$ cat config.mk
export PLATFORM = sky130hd
export DESIGN_NAME = vx_mem_req_queue
export DESIGN_NICKNAME = d
export VERILOG_FILES = /design/src/rtl/vx_mem_pkg.sv /design/src/rtl/vx_mem_fifo.sv /design/src/rtl/vx_mem_req_queue.sv
export SDC_FILE = /design/constraint.sdc
export NUM_CORES = 1
export LEC_CHECK = 0
export CAP_MARGIN = 20
export CORE_UTILIZATION = 55
export DETAILED_ROUTE_END_ITERATION = 10
export PLACE_DENSITY = 0.8
export SYNTH_ARGS = -nofsm -noshare
export SYNTH_HDL_FRONTEND = slang
export SYNTH_SLANG_ARGS = --single-unit
$ cat constraint.sdc
create_clock -name clk -period 4.7 [get_ports clk]
set_input_delay 1.175 -clock clk [delete_from_list [all_inputs] [get_ports clk]]
set_output_delay 1.175 -clock clk [all_outputs]
set_load 0.005 [all_outputs]
$ cat src/rtl/vx_mem_pkg.sv
// Shared widths and request/response records for the memory request queue.
// Widths mirror the VX_MEM_* values of the wider codebase.
package vx_mem_pkg;

    localparam int VX_MEM_ADDR_WIDTH = 32;
    localparam int VX_MEM_DATA_WIDTH = 32;
    localparam int VX_MEM_TAG_WIDTH  = 8;

    typedef struct packed {
        logic                         rw;
        logic [VX_MEM_ADDR_WIDTH-1:0] addr;
        logic [VX_MEM_TAG_WIDTH-1:0]  tag;
        logic [VX_MEM_DATA_WIDTH-1:0] data;
    } mem_req_t;

    typedef struct packed {
        logic [VX_MEM_DATA_WIDTH-1:0] data;
        logic [VX_MEM_TAG_WIDTH-1:0]  tag;
    } mem_rsp_t;

endpackage

$ cat src/rtl/vx_mem_fifo.sv
// Registered FIFO with a visible head entry and an occupancy count.
// Pushes are ignored when full, pops are ignored when empty.
module vx_mem_fifo #(
    parameter int WIDTH = 8,
    parameter int DEPTH = 4
) (
    input  logic                     clk,
    input  logic                     reset,
    input  logic                     push,
    input  logic [WIDTH-1:0]         push_data,
    input  logic                     pop,
    output logic [WIDTH-1:0]         head_data,
    output logic                     full,
    output logic                     empty,
    output logic [$clog2(DEPTH):0]   count
);
    localparam int AW = $clog2(DEPTH);
    localparam logic [AW:0]   FULL_COUNT = (AW+1)'(DEPTH);
    localparam logic [AW:0]   CNT_ONE    = (AW+1)'(1);
    localparam logic [AW-1:0] PTR_ONE    = AW'(1);

    logic [WIDTH-1:0] mem_reg [DEPTH];
    logic [AW-1:0]    wr_ptr_reg, rd_ptr_reg;
    logic [AW:0]      count_reg, count_next;
    logic             do_push, do_pop;

    assign full      = (count_reg == FULL_COUNT);
    assign empty     = (count_reg == '0);
    assign count     = count_reg;
    assign head_data = mem_reg[rd_ptr_reg];
    assign do_push   = push && !full;
    assign do_pop    = pop && !empty;

    always_comb begin
        count_next = count_reg;
        case ({do_push, do_pop})
            2'b10:   count_next = count_reg + CNT_ONE;
            2'b01:   count_next = count_reg - CNT_ONE;
            default: count_next = count_reg;
        endcase
    end

    // Pointers wrap naturally because DEPTH is a power of two.
    always_ff @(posedge clk) begin
        if (reset) begin
            wr_ptr_reg <= '0;
            rd_ptr_reg <= '0;
            count_reg  <= '0;
        end else begin
            if (do_push) wr_ptr_reg <= wr_ptr_reg + PTR_ONE;
            if (do_pop)  rd_ptr_reg <= rd_ptr_reg + PTR_ONE;
            count_reg <= count_next;
        end
    end

    always_ff @(posedge clk) begin
        if (do_push) mem_reg[wr_ptr_reg] <= push_data;
    end

endmodule

$ cat src/rtl/vx_mem_req_queue.sv
// In-order memory request queue with read credits bounding outstanding reads
// so that the response FIFO can never be overrun by well-behaved memory.
module vx_mem_req_queue
    import vx_mem_pkg::*;
#(
    parameter int REQ_DEPTH   = 4,
    parameter int MAX_PENDING = 4
) (
    input  logic                            clk,
    input  logic                            reset,

    input  logic                            core_req_valid,
    output logic                            core_req_ready,
    input  logic                            core_req_rw,
    input  logic [VX_MEM_ADDR_WIDTH-1:0]    core_req_addr,
    input  logic [VX_MEM_TAG_WIDTH-1:0]     core_req_tag,
    input  logic [VX_MEM_DATA_WIDTH-1:0]    core_req_data,

    output logic                            core_rsp_valid,
    output logic [VX_MEM_DATA_WIDTH-1:0]    core_rsp_data,
    output logic [VX_MEM_TAG_WIDTH-1:0]     core_rsp_tag,
    input  logic                            core_rsp_ready,

    output logic                            mem_req_valid,
    input  logic                            mem_req_ready,
    output logic                            mem_req_rw,
    output logic [VX_MEM_ADDR_WIDTH-1:0]    mem_req_addr,
    output logic [VX_MEM_TAG_WIDTH-1:0]     mem_req_tag,
    output logic [VX_MEM_DATA_WIDTH-1:0]    mem_req_data,

    input  logic                            mem_rsp_valid,
    input  logic [VX_MEM_DATA_WIDTH-1:0]    mem_rsp_data,
    input  logic [VX_MEM_TAG_WIDTH-1:0]     mem_rsp_tag,

    output logic [$clog2(MAX_PENDING):0]    pending_reads,
    output logic                            rsp_overflow
);
    localparam int CW = $clog2(MAX_PENDING);
    localparam logic [CW:0] MAX_CREDITS = (CW+1)'(MAX_PENDING);
    localparam logic [CW:0] CNT_ONE     = (CW+1)'(1);

    mem_req_t req_in, req_head;
    mem_rsp_t rsp_in, rsp_head;
    logic     req_full, req_empty, rsp_full, rsp_empty;
    logic [$clog2(REQ_DEPTH):0] req_count;
    logic [CW:0] rsp_count;
    logic [CW:0] credits_reg, credits_next, pending_reg, pending_next;
    logic        overflow_reg;
    logic        req_push, req_pop, read_issue, rsp_push, rsp_pop, rsp_drop, pend_dec;
    logic        unused_counts;

    assign unused_counts = ^{req_count, rsp_count};

    // Ready is held low while reset is asserted so nothing is accepted then.
    assign core_req_ready = !req_full && !reset;
    assign req_push       = core_req_valid && core_req_ready;
    assign req_in         = '{rw: core_req_rw, addr: core_req_addr,
                              tag: core_req_tag, data: core_req_data};

    vx_mem_fifo #(.WIDTH($bits(mem_req_t)), .DEPTH(REQ_DEPTH)) req_fifo (
        .clk       (clk),
        .reset     (reset),
        .push      (req_push),
        .push_data (req_in),
        .pop       (req_pop),
        .head_data (req_head),
        .full      (req_full),
        .empty     (req_empty),
        .count     (req_count)
    );

    // A read at the head stalls everything behind it until a credit is free.
    assign mem_req_valid = !req_empty && (req_head.rw || credits_reg != '0);
    assign mem_req_rw    = req_head.rw;
    assign mem_req_addr  = req_head.addr;
    assign mem_req_tag   = req_head.tag;
    assign mem_req_data  = req_head.data;
    assign req_pop       = mem_req_valid && mem_req_ready;
    assign read_issue    = req_pop && !req_head.rw;

    // Beats that the credit scheme cannot account for are dropped and flagged.
    assign rsp_drop = mem_rsp_valid && (rsp_full || pending_reg == '0);
    assign rsp_push = mem_rsp_valid && !rsp_drop;
    assign pend_dec = mem_rsp_valid && pending_reg != '0;
    assign rsp_in   = '{data: mem_rsp_data, tag: mem_rsp_tag};

    vx_mem_fifo #(.WIDTH($bits(mem_rsp_t)), .DEPTH(MAX_PENDING)) rsp_fifo (
        .clk       (clk),
        .reset     (reset),
        .push      (rsp_push),
        .push_data (rsp_in),
        .pop       (rsp_pop),
        .head_data (rsp_head),
        .full      (rsp_full),
        .empty     (rsp_empty),
        .count     (rsp_count)
    );

    assign core_rsp_valid = !rsp_empty;
    assign core_rsp_data  = rsp_head.data;
    assign core_rsp_tag   = rsp_head.tag;
    assign rsp_pop        = core_rsp_valid && core_rsp_ready;

    always_comb begin
        credits_next = credits_reg;
        pending_next = pending_reg;
        if (read_issue && !rsp_pop)
            credits_next = credits_reg - CNT_ONE;
        else if (rsp_pop && !read_issue && credits_reg != MAX_CREDITS)
            credits_next = credits_reg + CNT_ONE;
        if (read_issue && !pend_dec)
            pending_next = pending_reg + CNT_ONE;
        else if (pend_dec && !read_issue)
            pending_next = pending_reg - CNT_ONE;
    end

    always_ff @(posedge clk) begin
        if (reset) begin
            credits_reg  <= MAX_CREDITS;
            pending_reg  <= '0;
            overflow_reg <= 1'b0;
        end else begin
            credits_reg  <= credits_next;
            pending_reg  <= pending_next;
            if (rsp_drop) overflow_reg <= 1'b1;
        end
    end

    assign pending_reads = pending_reg;
    assign rsp_overflow  = overflow_reg;

endmodule

==> results.txt <==
The flow ran to the end, and the final reports show no timing, DRC or antenna violations. Counting flops with a built-in enable in the synthesized netlist gives 452. Data on the critical path is required at its endpoint by 3.52 ns. The area share of fa/ha/maj cells after synthesis came out at 0.0124. TritonCTS built the clock tree.

Internal power comes to 8670 µW. Along the worst path, the maximum fanout reaches 27. The tools report the global-route wire length before repair as 52.9 mm. For the share of power burned in combinational logic, the log shows 0.235. Clock tree synthesis selected as its root buffer the cell clkbuf_16. The proportion of power drawn by flip-flops and latches is 0.455.

The port buffer count is 238, and the post-CTS setup-driven buffer insertion count is 0. Using the TritonRoute via totals, the vias-per-cell ratio works out to 5.73. A synthesized cell averages 23.7 µm².

The floorplan has 65 rows. Dividing the detail-routed wire length by the instance count gives 23.9 µm. After detailed routing, the number of remaining DRC violations is 0. The area added between synthesis and finish works out to 25.7%.

The clock reaches the later pin of the worst-skew pair after 0.56 ns. The clock input transition at the sequential cells of the worst setup and hold paths is 0.06 ns, and the ratio of total power to cell area is 517 mW/mm². The total count of max-transition violations in the final report was 0. The post-DP HPWL was 21.5 mm. The netlist uses 39 different library cells.

The tightest min-delay check is of the register to register type. Data arrives at the worst endpoint at 2.75 ns. The total of cells resized after clock tree synthesis came out at 0. The die area came out at 0.0327 mm². Across all setup checks in the final design, the least slack found is 0.777 ns. For the via count of the first global-routing pass, the log shows 8873. The period utilization was 0.835. At the pin with the least slew margin, the transition time is 0.804 ns. In this run, synthesis produced a sequential element count of 477.

The parity-gate share of the synthesized area counting xor and xnor cells was 0.00647. In this run the remaining antenna-violating nets after routing total 0. Among all flip-flop cells after synthesis, the most frequent one is edfxtp_1.

The tools report the number of sinks driven by the clock tree as 477. Subtracting the final worst setup slack from the clock period gives 3.92 ns. In this run, the number of DRC markers left after iteration 0 of detailed routing was 603. The synthesized-area fraction occupied by ao, oa, aoi and oai cells came out at 0.0104.

Entering global routing, the biggest net connects 46 pins. For this run, the post-layout net count is 1155. For the final number of hold-violating endpoints, the log shows 0.

From left edge to right edge, the die measures 181 µm. The number of antenna violations at the first check in global routing is 3. The register with the most flip-flops in the layout has 292 of them.

The worst-case clock skew was 0.0242 ns. Across the VDD grid, the largest voltage drop is 0.327 mV. Setup repair after global routing left no endpoint under its margin.

For this design the static power due to leakage is 0.00702 µW. The total global routing track utilization came out at 0.218. For the remaining global-route overflow, the log shows 0. The number of optimization iterations in the first detailed-route pass is 4. On the worst path, the slowest cell contributes a delay of 0.58 ns. For the switching power summed over all nets, the log shows 2790 µW.

Standard cell core area: 0.0316 mm². The tightest slew margin relative to the limit was 0.461. The tools report the critical path startpoint category as a register.

The Yosys step of the flow raised 0 warnings. The simple-gate share of the synthesized area was 0.0147. Traced cell by cell, the critical path runs through buf_4, mux4_2, clkdlybuf4s50_1. Setup violations remaining at the end of the flow were counted as 0. STA classifies the critical path endpoint as an output port. The die height was 181 µm; the summed negative setup slack over all endpoints was 0 ns.

Clock buffer count from CTS: 46. The post-cts hold buffer count was 0; the count of vias placed by the detailed router was 8367. Net switching share of the total power: 0.243. The logs give 0.728 for the routability congestion estimate from global placement and 877 for the synthesized netlist net count.

Setup slack after placement: 1.02 ns. The library cell used most frequently in the layout, excluding fill and tap cells, is edfxtp_1. The run gives 0.799 as the sequential-to-total area share from yosys stat.

I/O pin count: 239. After detailed routing, the total wire length is 34.9 mm. The multiplexer area fraction after synthesis was 0.146; the total standard cell area after synthesis was 0.0176 mm². Critical path class: register to output port.

After technology mapping, the gate count stands at 743. The clock group share of total power was 0.310; the fraction of registers with async set/reset was 0. The clock tree buffer depth was 3; the share of final-layout standard cells stronger than drive strength 1 was 0.198. On the critical path, the stage with the largest delay is an instance of mux4_2. The run gives 0.558 as the initial core utilization. The top cell types in the final layout, fill and taps aside, are edfxtp_1 (452), clkdlybuf4s50_1 (238), mux4_2 (113). The deepest level of the CTS H-tree is 2, and the number of max-capacitance violations reported is 0.

The tools report the fmax as 255 MHz. By area, the combinational part of the netlist is dominated by multiplexers.
area by class of cell:
cell class | instances | area, µm²
antenna | 2 | 5.00
sequential | 477 | 14100
clock inverter | 28 | 244
timing repair buffer | 259 | 2670
inverter | 19 | 71.3
tap | 402 | 503
multi-input combinational | 218 | 3360
fill | 1865 | 9420
clock buffer | 54 | 1200
final timing paths:
kind | to | slack, ns | depth (start not counted) | start
min | rsp_overflow | 0.47 | 2 | rsp_overflow
min reg2reg | rsp_overflow | 0.47 | 2 | rsp_overflow
max reg2reg | credits_reg[2] | 1.61 | 6 | register
max | mem_req_data[7] | 0.78 | 3 | register
cells in the mapped netlist (2+ instances only):
library cell / n / share of area
o21ai_0: 4 / 0.0011
o31ai_1: 2 / 0.00085
xor2_1: 10 / 0.0050
xnor2_1: 3 / 0.0015
inv_1: 19 / 0.0041
mux2i_1: 3 / 0.0017
nor2_1: 21 / 0.0045
a21boi_0: 2 / 0.00085
nor3_1: 2 / 0.00057
clkbuf_1: 17 / 0.0036
nand2_1: 2 / 0.00043
or3_1: 7 / 0.0025
fa_1: 4 / 0.0045
and2_1: 8 / 0.0028
a21oi_1: 7 / 0.0020
mux4_2: 113 / 0.14
edfxtp_1: 452 / 0.77
dfxtp_1: 25 / 0.028
buf_1: 11 / 0.0023
ha_1: 11 / 0.0078
a211oi_1: 2 / 0.00085
power groups by stage:
stage	Combinational, µW	Sequential [µW]	Clock [µW]
2_1_floorplan	1440	5180	0
3_3_place_gp	2670	5270	0
3_5_place_dp	2700	5300	0
4_1_cts	2730	5210	3620
5_1_grt	2880	5240	3770
6_report	2690	5210	3550
stage by stage:
stage / hold slack [ns] / util / cell area (µm²) / power, µW / std cells
2_1_floorplan: 0.460 / - / 17600 / 6610 / 743
3_3_place_gp: 0.454 / 0.656 / 20700 / 7940 / 1375
3_5_place_dp: 0.464 / 0.656 / 20700 / 8000 / 1375
4_1_cts: 0.478 / 0.701 / 22100 / 11600 / 1457
5_1_grt: 0.514 / 0.701 / 22100 / 11900 / 1458
6_report: 0.471 / 0.702 / 22100 / 11500 / 1459
logic make-up after synthesis:
group,count (synthesis)
fa+ha+maj,15
simple gates,48
flops,477
compound gates,26
buf+inv,48
xor+xnor,13
mux,116
critical path: cells and delay by family, from the launching register on:
family / cells / cell delay (ns)
multiplexers: 1 / 0.58
buffers and inverters: 2 / 1.03
flip-flops: 1 / 0.57
routing by layer:
layer	GRT usage	wire, µm
met3	0.0599	2680
met1	0.282	13900
met5	0	11
met4	0.0753	865
met2	0.360	17500
Power figures use the tool's default switching activity.
